$ cat src/rtl/gate_ack.sv
// gate_ack: responder side of the gate_en/gate_sync startup handshake, one stage switched at a time.
// Define GATE_ACK_SYNC_EN to pass gate_en_i through a 2-flop synchronizer.
module gate_ack #(
  parameter int N_GATE   = 5,
  parameter int SETTLE_W = 16
) (
  input  logic                clk_i,
  input  logic                rst_n_i,
  input  logic [N_GATE-1:0]   gate_en_i,
  input  logic [SETTLE_W-1:0] settle_cycles_i,
  output logic [N_GATE-1:0]   gate_sw_o,
  output logic [N_GATE-1:0]   gate_sync_o,
  output logic                busy_o
);
  localparam int IDX_W = N_GATE > 1 ? $clog2(N_GATE) : 1;
  typedef enum logic {IDLE, WAIT} state_e;
  state_e              state_q, state_d;
  logic [SETTLE_W-1:0] cnt_q, cnt_d;
  logic [IDX_W-1:0]    idx_q, idx_d, low;
  logic [N_GATE-1:0]   sw_q, sw_d, sync_q, sync_d, en_s, mm;
`ifdef GATE_ACK_SYNC_EN
  logic [N_GATE-1:0] meta_q, en_q;
  always_ff @(posedge clk_i or negedge rst_n_i)
    if (!rst_n_i) begin
      meta_q <= '0;
      en_q   <= '0;
    end else begin
      meta_q <= gate_en_i;
      en_q   <= meta_q;
    end
  assign en_s = en_q;
`else
  assign en_s = gate_en_i;
`endif
  assign mm = en_s ^ sync_q;
  always_comb begin
    low = '0;
    for (int i = N_GATE - 1; i >= 0; i--) if (mm[i]) low = IDX_W'(i);
  end
  // the counter stops at zero, so the settle captured on entry to WAIT is never wrapped
  always_comb begin
    state_d = state_q;
    cnt_d   = cnt_q;
    idx_d   = idx_q;
    sw_d    = sw_q;
    sync_d  = sync_q;
    if (state_q == IDLE) begin
      if (|mm) begin
        sw_d[low] = en_s[low];
        idx_d     = low;
        cnt_d     = settle_cycles_i;
        state_d   = WAIT;
      end
    end else if (cnt_q != '0) begin
      cnt_d = cnt_q - SETTLE_W'(1);
    end else begin
      sync_d[idx_q] = sw_q[idx_q];
      state_d       = IDLE;
    end
  end
  always_ff @(posedge clk_i or negedge rst_n_i)
    if (!rst_n_i) begin
      state_q <= IDLE;
      cnt_q   <= '0;
      idx_q   <= '0;
      sw_q    <= '0;
      sync_q  <= '0;
    end else begin
      state_q <= state_d;
      cnt_q   <= cnt_d;
      idx_q   <= idx_d;
      sw_q    <= sw_d;
      sync_q  <= sync_d;
    end
  assign gate_sw_o   = sw_q;
  assign gate_sync_o = sync_q;
  assign busy_o      = state_q == WAIT;
endmodule

$ cat config.mk
export PLATFORM = sky130hd
export DESIGN_NAME = gate_ack
export DESIGN_NICKNAME = d
export VERILOG_FILES = /design/src/rtl/gate_ack.sv
export SDC_FILE = /design/constraint.sdc
export NUM_CORES = 1
export LEC_CHECK = 0
export ABC_AREA = 1
export CAP_MARGIN = 20
export CELL_PAD_IN_SITES_DETAIL_PLACEMENT = 1
export CELL_PAD_IN_SITES_GLOBAL_PLACEMENT = 2
export CORE_UTILIZATION = 27
export CTS_BUF_LIST = sky130_fd_sc_hd__clkbuf_4
export DETAILED_ROUTE_END_ITERATION = 7
export PLACE_DENSITY = 0.86
export RECOVER_POWER = 100
export SETUP_SLACK_MARGIN = 0.5
export SKIP_LAST_GASP = 1
export SLEW_MARGIN = 20
export SYNTH_ARGS = -nofsm -noshare
export SYNTH_HDL_FRONTEND = slang
export SYNTH_SLANG_ARGS = --single-unit
$ cat constraint.sdc
create_clock -name clk_i -period 1.64 [get_ports clk_i]
set_clock_uncertainty 0.1 [all_clocks]
set_input_delay 0.164 -clock clk_i [delete_from_list [all_inputs] [get_ports clk_i]]
set_output_delay 0.164 -clock clk_i [all_outputs]
set_load 0.01 [all_outputs]
==> flow_metrics.tcl <==
set metrics [dict create \
    met2WireLength_mm 4.00 \
    layout-drive-gt1-share 0.388 \
    critical_path.max_stage_delay_ns 0.40 \
    synth_flop_cell "sky130_fd_sc_hd__dfrtp_1" \
    antenna_diode_count 0 \
    route.met3.wl_um 231 \
    pin_count 34 \
    cts_max_level 2 \
    report.final.hold_viol_count 0 \
    drt_first_iter_violations 86 \
    floorplan.die_area_mm2 0.00832 \
    power.density_cell_area_mw_per_mm2 849 \
    postSynth.asyncResetShare 1.00 \
    final.setup.worst_slack_ns -0.0859 \
    cellLeakagePower_uw 0.00162 \
    cap_viol_max_count 0 \
    power.ir.vdd_worst_uv 506 \
    place.detailed.hpwl_mm 5.11 \
    final_design_area_no_fill_mm2 0.00344 \
    synth_seq_area_share 0.349 \
    finalCriticalPeriod_ns 1.73 \
    synth.distinct_cells 32 \
    vias 2481 \
    ys_ff_latch 30 \
    critical_path_required_ns 1.78 \
    cts_num_sinks 30 \
    synth.avg_cell_area_um2 6.65 \
    cts.path.max_buffers 2 \
    port_buffers 33 \
    clock_tree_from_tritoncts "done" \
    detail_route.wirelength.met1_mm 3.01 \
    worstSkewPairLatency_ns 0.35 \
    final_net_count 457 \
    synth.largest_area_cell "sky130_fd_sc_hd__dfrtp_1" \
    worst_path_max_delay_cell "sky130_fd_sc_hd__dfrtp_1" \
    routed_wirelength_mm 7.36 \
    core_area_mm2 0.00773 \
    worst_pin_slew_ns 0.835 \
    vias_in_the_first_global_route 2634 \
    synth_to_final_area_change_pct 60.0 \
    initial_utilization 0.278 \
    fp.dieH_um 91.2 \
    yosysMostFrequentCell "sky130_fd_sc_hd__nand2_1" \
    number_of_antenna_violations_at_the_first_check_in_global_routing 0 \
    mappedNetlistNets 348 \
    postPlaceCellArea_mm2 0.00297 \
    synth-warning-count 0 \
    clock-root-buffer "sky130_fd_sc_hd__clkbuf_4" \
    synthDominantCellAreaShare 0.349 \
    drt_drc_violations_left 0 \
    drt_pre_antenna_iters 4 \
    count_of_pins_over_their_slew_limit 0 \
    outcome "complete, but fails checks" \
    rsz_0062_raised_after_global_routing "true" \
    maximum_fanout_along_the_worst_path 5 \
    final_min_period_over_clock_period 1.05 \
    mappedNetlistArea_mm2 0.00215 \
    timing.critical_path.to_type "flop" \
    maxClockFrequency_mhz 579 \
    num_rows 32 \
    cell_by_cell_trace_of_the_critical_path "inv_2 -> ha_4 -> nand4_1 -> nor2_1 -> nand4_2 -> nand2_4 -> buf_4 -> buf_12 -> nor2_1 -> nand2_1 -> nand2_1" \
    grt_use_total 0.181 \
    final_util 0.445 \
    report.final.setup_viol 13 \
    top_routing_layer_in_use "met4" \
    cts_buffers 5 \
    route.detailed.vias_per_inst 4.64 \
    grt_remaining_overflow 0 \
    first_pass_grt_wire_length_mm 11.9 \
    grt_start_max_net_pins 31 \
    worst_setup_path_start_kind "flop" \
    path_clk_slew_ns 0.12 \
    wl_per_cell_um 13.8 \
    cp_data_arrival_time_ns 1.87 \
    postSynthCellCount 323 \
    synth_top_cells_by_count "112 x sky130_fd_sc_hd__nand2_1, 42 x sky130_fd_sc_hd__nor2_1, 34 x sky130_fd_sc_hd__inv_1, 30 x sky130_fd_sc_hd__dfrtp_1, 27 x sky130_fd_sc_hd__nand3_1" \
    ys_top_cells_by_area "sky130_fd_sc_hd__dfrtp_1 35%, sky130_fd_sc_hd__nand2_1 20%, sky130_fd_sc_hd__nor2_1 7.3%" \
    min_path_type "input pin to async pin" \
    max_slew_margin 0.443 \
    die_x_um 91.2 \
    timing.critical_path.buf_inv 3 \
    path_delay_family "simple AND/OR/NAND/NOR gates" \
    gp_congestion 0.843 \
    criticalPathCategory "flop to flop" \
    remaining_antenna_violation_count 0 \
    number_of_enable_flip_flop_cells_after_synthesis 0 \
    violations "negative setup slack" \
]
-- metrics by stage --
step,hold slack [ns],setup TNS [ns],total power (uW),cells,setup slack [ns]
after floorplan,-0.232,0,1700,323,0.109
after detailed placement,0.398,-5.16,2260,495,-0.240
after CTS,0.131,-0.0282,2810,519,-0.00991
after global routing,0.375,-2.10,3140,535,-0.163
after global placement,0.387,-3.66,2230,495,-0.180
final,0.340,-0.600,2920,535,-0.0859
-- worst paths after layout --
check,start,to,slack [ns],cells past startpoint
worst min register to register,cnt_q[15]$_DFFE_PN0P_,cnt_q[15]$_DFFE_PN0P_,0.44,2
max in group asynchronous,rst_n_i,cnt_q[6]$_DFFE_PN0P_,0.52,2
worst min-delay path,rst_n_i,idx_q[0]$_DFFE_PN0P_,0.34,2
worst max-delay path,cnt_q[0]$_DFFE_PN0P_,cnt_q[9]$_DFFE_PN0P_,-0.09,11
min in group clk_i,settle_cycles_i[10],cnt_q[10]$_DFFE_PN0P_,0.35,5
worst max register to register,cnt_q[0]$_DFFE_PN0P_,cnt_q[9]$_DFFE_PN0P_,-0.09,11
-- report_power, final --
group	internal, uW	switching [uW]	leakage [uW]	total [uW]
Clock	159	309	0.0000286	468
Sequential	896	193	0.000367	1090
Combinational	663	698	0.00122	1360
-- sequential cells by signal (all words and copies together), names as in the netlist --
name         flops
cnt_q           16
gate_sw_o        5
gate_sync_o      5
idx_q            3
busy_o           1
-- routing by layer --
layer | track usage | vias to the layer above
met5 | 0 | -
met4 | 0.0542 | 0
met3 | 0.0276 | 11
met2 | 0.345 | 42
met1 | 0.205 | 1188
li1 | - | 1240
-- cell type report --
type,count,area (um2)
clock buffer,5,37.5
fill,965,4290
tap,102,128
timing repair buffer,109,906
clock inverter,3,16.3
multi-input combinational,249,1450
sequential,30,756
inverter,37,151
-- layout by cell type (no fill, tap or decap), types with 2 or more instances in the layout --
cell	Yosys	routed
sky130_fd_sc_hd__dfrtp_2	0	4
sky130_fd_sc_hd__nor3_2	1	5
sky130_fd_sc_hd__buf_12	0	4
sky130_fd_sc_hd__nor2_1	42	26
sky130_fd_sc_hd__or2_2	3	3
sky130_fd_sc_hd__nand3_2	0	5
sky130_fd_sc_hd__nand2_4	2	6
sky130_fd_sc_hd__xor2_1	3	2
sky130_fd_sc_hd__dfrtp_1	30	26
sky130_fd_sc_hd__inv_1	34	24
sky130_fd_sc_hd__nand2_2	5	15
sky130_fd_sc_hd__nor2_4	1	11
sky130_fd_sc_hd__buf_6	3	6
sky130_fd_sc_hd__inv_2	2	12
sky130_fd_sc_hd__nand4_1	9	9
sky130_fd_sc_hd__o21ai_0	20	12
sky130_fd_sc_hd__clkdlybuf4s50_1	0	21
sky130_fd_sc_hd__buf_4	0	64
sky130_fd_sc_hd__nand3_1	27	20
sky130_fd_sc_hd__nand3_4	0	2
sky130_fd_sc_hd__o21ai_2	6	6
sky130_fd_sc_hd__nand2_1	112	98
sky130_fd_sc_hd__clkbuf_4	0	5
sky130_fd_sc_hd__o21ai_1	0	8
sky130_fd_sc_hd__nor2_2	2	8
sky130_fd_sc_hd__clkbuf_1	2	10
-- cells by family after synthesis --
logic type	synth area share
buf+inv	0.0891
xor+xnor	0.0122
compound gates	0.0838
simple gates	0.444
mux	0.00990
fa+ha+maj	0.0116
flops	0.349
-- what timing repair did --
item / CTS / global route
hold buffers: 0 / 0
resized for setup: 69 / 47
pin swaps: 12 / 14
setup buffers: 16 / 16
setup endpoints to repair: 41 / 41
Power figures use the tool's default switching activity.
